File: src/rtl/bin7seg_pkg.sv
// Shared segment types, levels and the hex-to-segment table for the display driver.
package bin7seg_pkg;

    // Segment vector ordered {g,f,e,d,c,b,a}, active-high inside the core.
    typedef logic [6:0] seg_t;

    localparam seg_t SEG_OFF = 7'h00;
    localparam seg_t SEG_ON  = 7'h7F;

    // Hex nibble to active-high segment pattern.
    function automatic seg_t hex2seg(input logic [3:0] hex);
        seg_t seg;
        seg = SEG_OFF;
        case (hex)
            4'h0: seg = 7'h3F;
            4'h1: seg = 7'h06;
            4'h2: seg = 7'h5B;
            4'h3: seg = 7'h4F;
            4'h4: seg = 7'h66;
            4'h5: seg = 7'h6D;
            4'h6: seg = 7'h7D;
            4'h7: seg = 7'h07;
            4'h8: seg = SEG_ON;
            4'h9: seg = 7'h6F;
            4'hA: seg = 7'h77;
            4'hB: seg = 7'h7C;
            4'hC: seg = 7'h39;
            4'hD: seg = 7'h5E;
            4'hE: seg = 7'h79;
            4'hF: seg = 7'h71;
            default: seg = SEG_OFF;
        endcase
        return seg;
    endfunction

endpackage

File: src/rtl/hex_to_7seg.sv
// Combinational nibble decoder producing active-high segments.
module hex_to_7seg
    import bin7seg_pkg::*;
(
    input  logic [3:0] hex,
    output seg_t       seg_c
);

    // Table lookup lives in the package so other blocks can reuse it.
    assign seg_c = hex2seg(hex);

endmodule

File: src/rtl/bin_to_7seg_mux.sv
// Time-multiplexed N-digit hex display driver with frame-aligned double buffering.
module bin_to_7seg_mux
    import bin7seg_pkg::*;
#(
    parameter int unsigned N_DIGITS       = 4,
    parameter int unsigned CLK_FREQ_HZ    = 100_000_000,
    parameter int unsigned REFRESH_HZ     = 1000,
    parameter bit          SEG_ACTIVE_LOW = 1'b1,
    parameter bit          AN_ACTIVE_LOW  = 1'b1
) (
    input  logic                    reloj,
    input  logic                    rst_n,
    input  logic [4*N_DIGITS-1:0]   valor_i,
    input  logic [N_DIGITS-1:0]     dp_i,
    input  logic                    load_i,
    input  logic                    blank_lz_i,
    input  logic                    enable_i,
    output seg_t                    seg_o,
    output logic                    dp_o,
    output logic [N_DIGITS-1:0]     an_o,
    output logic                    frame_o
);

    localparam int unsigned DIV_RAW = CLK_FREQ_HZ / (REFRESH_HZ * N_DIGITS);
    localparam int unsigned DIV     = (DIV_RAW < 1) ? 1 : DIV_RAW;
    localparam int unsigned CNT_W   = (DIV > 1) ? $clog2(DIV) : 1;
    localparam int unsigned IDX_W   = (N_DIGITS > 1) ? $clog2(N_DIGITS) : 1;
    localparam int unsigned VAL_W   = 4 * N_DIGITS;

    localparam seg_t                SEG_PIN_OFF = SEG_OFF ^ {7{SEG_ACTIVE_LOW}};
    localparam logic                DP_PIN_OFF  = SEG_ACTIVE_LOW;
    localparam logic [N_DIGITS-1:0] AN_PIN_OFF  = {N_DIGITS{AN_ACTIVE_LOW}};

    logic [CNT_W-1:0]    cnt;
    logic                tick;
    logic [IDX_W-1:0]    idx;
    logic                last_digit;
    logic                boundary;

    logic [VAL_W-1:0]    act_val;
    logic [N_DIGITS-1:0] act_dp;
    logic [VAL_W-1:0]    pend_val;
    logic [N_DIGITS-1:0] pend_dp;
    logic                pend_flag;

    logic [3:0]          nibble;
    logic                dp_sel;
    logic                blank_c;
    seg_t                dec_seg;

    seg_t                seg_nxt;
    logic                dp_nxt;
    logic [N_DIGITS-1:0] an_nxt;

    assign tick       = (cnt == CNT_W'(DIV - 1));
    assign last_digit = (idx == IDX_W'(N_DIGITS - 1));
    assign boundary   = tick && last_digit;

    // Refresh divider: one tick per digit slot.
    always_ff @(posedge reloj or negedge rst_n) begin
        if (!rst_n) begin
            cnt <= '0;
        end else if (tick) begin
            cnt <= '0;
        end else begin
            cnt <= cnt + CNT_W'(1);
        end
    end

    // Scan index advances on each tick and wraps at the last digit.
    always_ff @(posedge reloj or negedge rst_n) begin
        if (!rst_n) begin
            idx <= '0;
        end else if (tick) begin
            idx <= last_digit ? '0 : idx + IDX_W'(1);
        end
    end

    // Double buffer: loads land in pending, which is promoted only at a frame boundary.
    always_ff @(posedge reloj or negedge rst_n) begin
        if (!rst_n) begin
            act_val   <= '0;
            act_dp    <= '0;
            pend_val  <= '0;
            pend_dp   <= '0;
            pend_flag <= 1'b0;
        end else begin
            if (boundary && pend_flag) begin
                act_val <= pend_val;
                act_dp  <= pend_dp;
            end
            if (load_i) begin
                pend_val  <= valor_i;
                pend_dp   <= dp_i;
                pend_flag <= 1'b1;
            end else if (boundary) begin
                pend_flag <= 1'b0;
            end
        end
    end

    // Select the nibble and decimal point for the digit being scanned.
    assign nibble = 4'(act_val >> {idx, 2'b00});
    assign dp_sel = 1'(act_dp >> idx);

    // A digit above 0 is blanked when it and every more significant nibble are zero.
    assign blank_c = blank_lz_i && (idx != '0) && ((act_val >> {idx, 2'b00}) == '0);

    hex_to_7seg u_dec (
        .hex   (nibble),
        .seg_c (dec_seg)
    );

    // Next pin levels: everything off unless enabled, polarity folded in here.
    always_comb begin
        seg_nxt = SEG_PIN_OFF;
        dp_nxt  = DP_PIN_OFF;
        an_nxt  = AN_PIN_OFF;
        if (enable_i) begin
            seg_nxt = (blank_c ? SEG_OFF : dec_seg) ^ {7{SEG_ACTIVE_LOW}};
            dp_nxt  = dp_sel ^ SEG_ACTIVE_LOW;
            an_nxt  = (N_DIGITS'(1) << idx) ^ {N_DIGITS{AN_ACTIVE_LOW}};
        end
    end

    // Pin registers, one cycle behind the scan index.
    always_ff @(posedge reloj or negedge rst_n) begin
        if (!rst_n) begin
            seg_o <= SEG_PIN_OFF;
            dp_o  <= DP_PIN_OFF;
            an_o  <= AN_PIN_OFF;
        end else begin
            seg_o <= seg_nxt;
            dp_o  <= dp_nxt;
            an_o  <= an_nxt;
        end
    end

    // Frame pulse marks the cycle following the boundary edge.
    always_ff @(posedge reloj or negedge rst_n) begin
        if (!rst_n) begin
            frame_o <= 1'b0;
        end else begin
            frame_o <= boundary;
        end
    end

endmodule

File: config.mk
export PLATFORM = sky130hd
export DESIGN_NAME = bin_to_7seg_mux
export DESIGN_NICKNAME = d
export VERILOG_FILES = /design/src/rtl/bin7seg_pkg.sv /design/src/rtl/hex_to_7seg.sv /design/src/rtl/bin_to_7seg_mux.sv
export SDC_FILE = /design/constraint.sdc
export NUM_CORES = 1
export LEC_CHECK = 0
export ABC_CLOCK_PERIOD_IN_PS = 2250
export CORE_ASPECT_RATIO = 0.5
export CORE_MARGIN = 4
export CORE_UTILIZATION = 45
export CTS_CLUSTER_SIZE = 12
export DETAILED_ROUTE_END_ITERATION = 6
export PLACE_DENSITY = 0.7
export SETUP_SLACK_MARGIN = 0.1
export SLEW_MARGIN = 0
export SYNTH_ARGS = -nofsm -noshare
export SYNTH_HDL_FRONTEND = slang
export SYNTH_SLANG_ARGS = --single-unit
File: constraint.sdc
create_clock -name reloj -period 2.25 [get_ports reloj]
set_input_delay 0.45 -clock reloj [delete_from_list [all_inputs] [get_ports reloj]]
set_output_delay 0.45 -clock reloj [all_outputs]
set_load 0.01 [all_outputs]
[After elaboration in Yosys (flattened, before gate mapping)]
Memory sizes are Yosys's and may differ from the RTL's.
Cells that the tools add are included.
Cells by class
  reductions and logical operators: 7
  add/sub/neg operators: 2
  bitwise logic cells: 3
  multiplexer cells: 8
  shift operators: 3
  equal/unequal tests: 2
Operators with widths (count)
  $logic_not 16->1: 1
  $shr 16x4->16: 1
  $add 15x1->15 const B: 1
  $eq 15x15->1 const B: 1
  $mux 15: 1
  $mux 7: 2
  $not 7->7: 1
  $logic_and 1x1->1: 4
  $mux 4: 1
  $not 4->4: 1
  $reduce_bool 2->1: 2
  $shl 1x2->4 const A: 1
  $shr 4x2->1: 1
  $mux 1: 3
  $add 2x1->2 const B: 1
  $eq 2x2->1 const B: 1
  $mux 2: 1
  $not 1->1: 1
Storage, ports and cells
  input port bits: 25
  register bits after elaboration: 71
  output and inout port bits: 13
  memories kept: 1
  logic and storage cells: 37
  memory bits (read-only): 112
Memories
  (no name shown): depth 16, bits a word 7, rd ports 1, clocked after memory_dff 0, write ports 0, RTL line bin7seg_pkg.sv:14  | case (hex)

[Logic depth before layout (Yosys ltp)]
Gate-level depths: netlist of run 1.
  word-level depth: 6
  depth in mapped cells: 8
  mapped depth without buffers: 7

[Hierarchy]
From an unflattened synthesis of run 1, not the netlist that was laid out.
Unflattened totals
  cell total of the unflattened synthesis: 241
  area total of the unflattened synthesis: 3216.8 µm²
Modules (own cells, without submodules)
  bin_to_7seg_mux: times used 1, area each 2929.1 µm², sequential area each 1791.7 µm², cells each 208
  hex_to_7seg: times used 1, area each 287.8 µm², sequential area each 0.0 µm², cells each 33

[Worst setup path after synthesis of run 1]
Ideal clock, no wire load.
  path kind: flip-flop to flip-flop
  start point: register idx[0]
  end point: register seg_o[0]
  path buffers: 1
  clock period less this slack: 1.956 ns
  arrival: 1.872 ns
  required time: 2.166 ns
  slack: 0.294 ns
  setup time: 0.084 ns
  stages on the path, launching flop included: 8
  cells stage by stage: dfrtp_1 > buf_6 > mux4_2 > inv_1 > ha_1 > o2111ai_1 > a22o_1 > o2111ai_1
Between the ends
  word-level cells in the longest chain between the ends: 6
  elaborated cells between the ends (all ways): 9
  those cells by class: 1 x shift; 2 x mux; 1 x bitwise; 4 x reduce/logical; 1 x memory
Ends and longest elaborated chain
  start: declaration: RTL line bin_to_7seg_mux.sv:36  | logic [IDX_W-1:0] idx;
  start signal: assignment: RTL line bin_to_7seg_mux.sv:75  | idx <= last_digit ? '0 : idx + IDX_W'(1);
  parallel branches: the longest is 3 deep, another holds $mem_v2 16x7
  $mux 7 *: RTL line bin_to_7seg_mux.sv:120  | seg_nxt = (blank_c ? SEG_OFF : dec_seg) ^ {7{SEG_ACTIVE_LOW}};
  $not 7->7 (no source line) *
  $mux 7 *: RTL line bin_to_7seg_mux.sv:119  | if (enable_i) begin
  via seg_nxt[0]: RTL line bin_to_7seg_mux.sv:51  | seg_t seg_nxt;
  end signal: assignment: RTL line bin_to_7seg_mux.sv:133  | seg_o <= seg_nxt;
  end: declaration: RTL line bin_to_7seg_mux.sv:18  | output seg_t seg_o,
Mark *: on every way through the listed nets, which the timed path passes.
A chain may end at the register's enable or synchronous reset.

[Worst setup path after layout of run 1]
Same ends and word-level chain as after synthesis.

==> results of run 1 <==
-- cells in the mapped netlist, drive strengths merged, types with 2 or more instances --
cell and instances:
nand3 9, o21a 2, or3 3, mux2i 3, nor2 8, xor2 7, mux4 5, a21oi 3
o21ai 4, nor4bb 2, ha 11, o211ai 4, dfstp 12, inv 7, dfrtp 59, o2111ai 2
nor2b 3, nand4 3, clkbuf 2, nor3 4, nand2 17, a21o 2, buf 6, mux2 40
nor4 4, and3 5, xnor2 3
-- final timing paths --
check | startpoint | to | slack [ps] | depth (start not counted)
setup reg to reg | idx[0]$_DFFE_PN0N_ | seg_o[0]$_DFF_PN1_ | 190 | 6
hold reg to reg | cnt[14]$_DFF_PN0_ | cnt[14]$_DFF_PN0_ | 470 | 1
hold / removal | rst_n | pend_val[4]$_DFFE_PN0P_ | 60 | 1
max in group asynchronous | rst_n | seg_o[2]$_DFF_PN1_ | 1580 | 2
setup / recovery | idx[0]$_DFFE_PN0N_ | seg_o[0]$_DFF_PN1_ | 190 | 6
min in group reloj | cnt[14]$_DFF_PN0_ | cnt[14]$_DFF_PN0_ | 470 | 1
-- worst max-delay path: cells and delay by family, from the launching register on --
kind / cells / cell delay (ps)
AO/OA/AOI/OAI: 3 / 590
multiplexers: 1 / 600
buffers and inverters: 1 / 140
adder cells (fa/ha/maj): 1 / 200
flip-flops: 1 / 420
-- area by class of cell --
type | count | area share [%]
Sequential cell | 71 | 44.62
Multi-Input combinational cell | 153 | 32.86
Timing Repair Buffer | 47 | 11.57
Clock buffer | 12 | 6.378
Tap cell | 92 | 2.862
Clock inverter | 3 | 1.058
Inverter | 7 | 0.6534
-- stage by stage --
step | cell area (sq um) | setup WS (ps) | hold slack (ps)
final | 4021 | 186.4 | 60.27
after floorplan | 3182 | 294.0 | 154.4
after global placement | 3685 | 161.1 | 406.3
after CTS | 3984 | 103.7 | 65.02
after global routing | 4021 | 92.57 | 88.74
after detailed placement | 3685 | 133.5 | 418.8
-- timing repair --
action,in CTS,in global routing
resized for setup,0,6
buffers inserted,0,3
hold endpoints to repair,0,0
endpoints found under the setup margin,0,27
-- cells by family after synthesis --
family / count (synthesis) / synth area share [%]
adder cells (fa/ha/maj): 11 / 4.326
AND/OR/NAND/NOR: 64 / 10.81
flip-flops: 71 / 56.31
buffers and inverters: 15 / 2.556
AO/OA/AOI/OAI: 20 / 4.365
XOR/XNOR: 10 / 2.753
multiplexers: 48 / 18.88
-- state kept, by name, indices dropped and copies added (netlist names) --
name,cells
act_val,16
pend_val,16
cnt,15
seg_o,7
act_dp,4
an_o,4
pend_dp,4
idx,2
dp_o,1
frame_o,1
pend_flag,1
-- metal layers --
layer  GRT usage, %  share of wire (%)  wire [microns]  vias up
met5              0                  0               0        -
met4          5.481                1.4              87        0
li1               -                  -               -      961
met2          27.63                 50            3022       39
met1          18.60                 44            2657     1014
met3          5.134                3.9             236       11
-- power by group --
part / leakage (nW) / internal (mW) / switching (mW)
Combinational: 0.728 / 0.0867 / 0.0569
Sequential: 0.882 / 1.33 / 0.0202
Clock: 0.145 / 0.910 / 0.495
Total: 1.75 / 2.32 / 0.572
==> results.sh, run 1 <==
export IMPL_clk_path_buf_depth=2
export IMPL_synth_edff_count=0
export IMPL_cap_viol_max_count=0
export IMPL_fin_tns_setup_ps=0
export IMPL_power_density_nw_per_um2=719.8
export IMPL_fin_nets=325
export IMPL_grt_util_all_layers_pct=15.73
export IMPL_final_cell_mix="dfrtp_1 (57), mux2_2 (40), clkdlybuf4s50_1 (36)"
export IMPL_drt_iter0_drc=151
export IMPL_multi_input_area_sq_um=1321
export IMPL_cts_root_buf="clkbuf_16"
export IMPL_hpwl_mm=4.152
export IMPL_fin_crit_ps=2064
export IMPL_path_clk_slew_ps=60
export IMPL_ir_drop_mv=0.2770
export IMPL_required_ps=2480
export IMPL_htreeDepth=3
export IMPL_fmax_mhz=484.6
export IMPL_syn_nets=275
export IMPL_end_kind="register"
export IMPL_via_per_inst=5.260
export IMPL_p_total_mw=2.895
export IMPL_mostFrequentLayoutCell="dfrtp_1"
export IMPL_portBuffers=37
export IMPL_critical_path_class="reg2reg"
export IMPL_fin_skew_ps=6.136
export IMPL_gp_congestion=0.8065
export IMPL_cp_max_fo=7
export IMPL_grt_pass1_wl_mm=10.27
export IMPL_grt_remaining_overflow=0
export IMPL_cts_num_sinks=71
export IMPL_cp_start_kind="register"
export IMPL_slowest_stage="mux4_2"
export IMPL_netlist_area_sq_um=3182
export IMPL_nFillCells=530
export IMPL_cts_tree="done"
export IMPL_max_stage_delay_ps=600
export IMPL_cts_hold_buf=0
export IMPL_cts_made_buffers=9
export IMPL_yosysTopAreaCell="dfrtp_1"
export IMPL_ys_flop_type="dfrtp_1"
export IMPL_ys_async_sr_fraction_pct=100.0
export IMPL_synth_seq_cells=71
export IMPL_place_inst=367
export IMPL_first_pass_iters=4
export IMPL_hold_class="in2async"
export IMPL_drive_above_1_share_pct=29.69
export IMPL_ys_types=41
export IMPL_syn_area_per_cell_sq_um=13.31
export IMPL_die_w_microns=126.9
export IMPL_final_cell_count_no_fill=385
export IMPL_syn_inst=239
export IMPL_cp_common_cell="o2111ai_1"
export IMPL_synth_area_top_cells="dfrtp_1 (46%), mux2_2 (14%), dfstp_2 (9.9%)"
export IMPL_hold_viol_final=0
export IMPL_diodes=0
export IMPL_rsz0062_at_grt="no"
export IMPL_worst_pin_slew_ps=466.7
export IMPL_synth_top_area_share_pct=46.40
export IMPL_synth_seq_area_share_pct=56.31
export IMPL_final_setup_viol_count=0
export IMPL_drc_errors=0
export IMPL_num_io_pins=38
export IMPL_core_area_sq_um=6779
export IMPL_die_y_microns=67.46
export IMPL_dieArea_sq_um=8562
export IMPL_crit_chain="mux4_2 > inv_1 > ha_1 > o2111ai_1 > a22o_2 > o2111ai_1"
export IMPL_first_global_vias=2129
export IMPL_post_drt_wl_per_cell_microns=15.59
export IMPL_drt_total_wl_mm=6.003
export IMPL_grt_max_degree=39
export IMPL_start_util_pct=46.94
export IMPL_slew_headroom_pct=68.89
export IMPL_status="completed"
export IMPL_fin_crit_sh_pct=91.72
export IMPL_ys_warn_count=0
export IMPL_final_max_slew_violation_count=0
export IMPL_final_util_pct=59.32
export IMPL_via_count=2025
export IMPL_regArea_sq_um=1794
export IMPL_postRouteAntennaNets=0
export IMPL_grt_antenna_before_repair=0
export IMPL_area_growth_pct=26.39
export IMPL_crit_arrival_ps=2300
export IMPL_p_leak_nw=1.755
export IMPL_clock_latency_ps=330
export IMPL_num_rows=21
Power figures use the tool's default switching activity.
==> run 2, diff against run 1 <==
--- a/config.mk
+++ b/config.mk
@@ -11,7 +11,7 @@
 export CORE_UTILIZATION = 45
 export CTS_CLUSTER_SIZE = 12
 export DETAILED_ROUTE_END_ITERATION = 6
-export PLACE_DENSITY = 0.7
+export PLACE_DENSITY = 0.67
 export SETUP_SLACK_MARGIN = 0.1
 export SLEW_MARGIN = 0
 export SYNTH_ARGS = -nofsm -noshare
==> results.sh, run 2 (synthesis gave the netlist of run 1 again) <==
export IMPL_drc_errors=0
export IMPL_path_buf_inv=1
export IMPL_dieArea_sq_um=8562
export IMPL_cts_tree="done"
export IMPL_hpwl_mm=4.120
export IMPL_worst_r2r_cell_count=6
export IMPL_fin_crit_ps=2031
export IMPL_gp_congestion=0.7997
export IMPL_via_per_inst=5.157
export IMPL_drt_iter0_drc=164
export IMPL_grt_use_met1_pct=20.58
export IMPL_start_util_pct=46.94
export IMPL_clock_latency_ps=330
export IMPL_hold_viol_final=0
export IMPL_slowest_stage="dfrtp_1"
export IMPL_num_io_pins=38
export IMPL_postPlaceCellArea_sq_um=3677
export IMPL_fin_tns_setup_ps=0
export IMPL_mostFrequentLayoutCell="dfrtp_1"
export IMPL_via_count=1975
export IMPL_core_area_sq_um=6779
export IMPL_postLayoutCellArea_sq_um=4010
export IMPL_r2r_start="cnt[0]$_DFF_PN0_"
export IMPL_grtUsageMet3_pct=6.477
export IMPL_regArea_sq_um=1792
export IMPL_die_y_microns=67.46
export IMPL_grt_pass1_wl_mm=10.25
export IMPL_hold_class="in2async"
export IMPL_slew_headroom_pct=71.80
export IMPL_fin_nets=322
export IMPL_final_cell_mix="dfrtp_1 (59), mux2_2 (40), clkdlybuf4s50_1 (36)"
export IMPL_first_pass_iters=4
export IMPL_max_stage_delay_ps=420
export IMPL_fmax_mhz=492.3
export IMPL_first_global_vias=2055
export IMPL_diodes=0
export IMPL_grt_util_all_layers_pct=15.82
export IMPL_postRouteAntennaNets=0
export IMPL_drt_total_wl_mm=5.853
export IMPL_final_util_pct=59.15
export IMPL_worst_pin_slew_ps=423.0
export IMPL_ir_drop_mv=0.3528
export IMPL_num_rows=21
export IMPL_htreeDepth=3
export IMPL_drive_above_1_share_pct=28.18
export IMPL_cp_start_kind="register"
export IMPL_fin_crit_sh_pct=90.29
export IMPL_cp_max_fo=20
export IMPL_final_cell_count_no_fill=383
export IMPL_critical_path_class="reg2reg"
export IMPL_cts_hold_buf=0
export IMPL_post_drt_wl_per_cell_microns=15.28
export IMPL_cap_viol_max_count=0
export IMPL_status="completed"
export IMPL_portBuffers=37
export IMPL_cts_root_buf="clkbuf_16"
export IMPL_die_w_microns=126.9
export IMPL_final_setup_viol_count=0
export IMPL_area_growth_pct=26.03
export IMPL_required_ps=2460
export IMPL_busiest_layer="met2"
export IMPL_r2r_slack_ps=220
export IMPL_power_density_nw_per_um2=745.1
export IMPL_nFillCells=574
export IMPL_grt_antenna_before_repair=0
export IMPL_path_delay_family="simple AND/OR/NAND/NOR gates"
export IMPL_clk_path_buf_depth=2
export IMPL_rsz0062_at_grt="no"
export IMPL_grt_remaining_overflow=0
export IMPL_fin_skew_ps=5.438
export IMPL_final_max_slew_violation_count=0
export IMPL_grt_max_degree=72
export IMPL_reg2reg_to="act_val[13]$_DFFE_PN0P_"
export IMPL_cts_made_buffers=9
export IMPL_crit_arrival_ps=2240
export IMPL_reg_top3="act_val: 16 flops, pend_val: 16 flops, cnt: 15 flops"
export IMPL_end_kind="register"
export IMPL_p_total_mw=2.988
export IMPL_place_inst=366
export IMPL_cts_num_sinks=71
export IMPL_met2_usage_pct=24.41
export IMPL_multi_input_area_sq_um=1314
export IMPL_path_clk_slew_ps=60
export IMPL_crit_chain="ha_2 > nor4bb_1 > nand4_1 > nor2_2 > buf_12 > mux2_2"
export IMPL_p_leak_nw=1.753
## run 2: cell types whose count changed in the layout (fill, tap and decap cells not counted), moves of 2 or more
| cell | previous run | this run |
|---|---|---|
| inv_6 | 0 | 2 |
| dfrtp_2 | 2 | 0 |
| clkbuf_8 | 2 | 0 |
| buf_4 | 8 | 5 |
| dfrtp_1 | 57 | 59 |
## run 2: final cells by class
type,instances,area share (%)
tap,92,2.871
sequential,71,44.68
clock inverter,7,2.371
clock buffer,9,5.616
multi-input combinational,153,32.76
inverter,7,0.6552
timing repair buffer,44,11.05
## run 2: worst max-delay path by stage
stage / start / endpoint / slack, ps / depth (start not counted)
CTS: cnt[0]$_DFF_PN0_ / act_val[3]$_DFFE_PN0P_ / 110 / 6
detailed placement: cnt[0]$_DFF_PN0_ / act_val[3]$_DFFE_PN0P_ / 130 / 6
finish: cnt[0]$_DFF_PN0_ / act_val[13]$_DFFE_PN0P_ / 220 / 6
global placement: cnt[0]$_DFF_PN0_ / act_val[10]$_DFFE_PN0P_ / 160 / 6
global route: idx[0]$_DFFE_PN0N_ / seg_o[0]$_DFF_PN1_ / 100 / 6
floorplan: idx[0]$_DFFE_PN0N_ / seg_o[0]$_DFF_PN1_ / 290 / 7
## run 2: routing by layer
layer / part of all wire [%] / up-vias
met4: 1.5 / 0
met3: 4.6 / 8
met5: 0 / -
met2: 45 / 37
met1: 49 / 973
li1: - / 957
## run 2: through the flow
stage,hold slack (ps),setup WS [ps]
after global placement,458.0,162.3
after CTS,143.5,105.9
after detailed placement,470.9,133.5
after global routing,161.0,101.8
final,140.5,218.5
after floorplan,154.4,294.0
## run 2: where the power goes
| part | leakage [nW] | switching (mW) | internal, mW | total [mW] |
|---|---|---|---|---|
| Combinational | 0.711 | 0.0567 | 0.0866 | 0.143 |
| Clock | 0.156 | 0.526 | 0.972 | 1.50 |
| Sequential | 0.885 | 0.0202 | 1.33 | 1.35 |
## run 2: timing repair
| action | in CTS | in global routing |
|---|---|---|
| gates resized for setup | 0 | 2 |
| hold endpoints to repair | 0 | 0 |
| endpoints found under the setup margin | 0 | 20 |
| buffers inserted | 0 | 1 |
## run 2: worst register-to-register path, delay by kind of cell (launching register included)
kind / cells / cell delay (ps)
mux: 1 / 350
fa+ha+maj: 1 / 250
flops: 1 / 420
buf+inv: 1 / 180
simple gates: 3 / 720
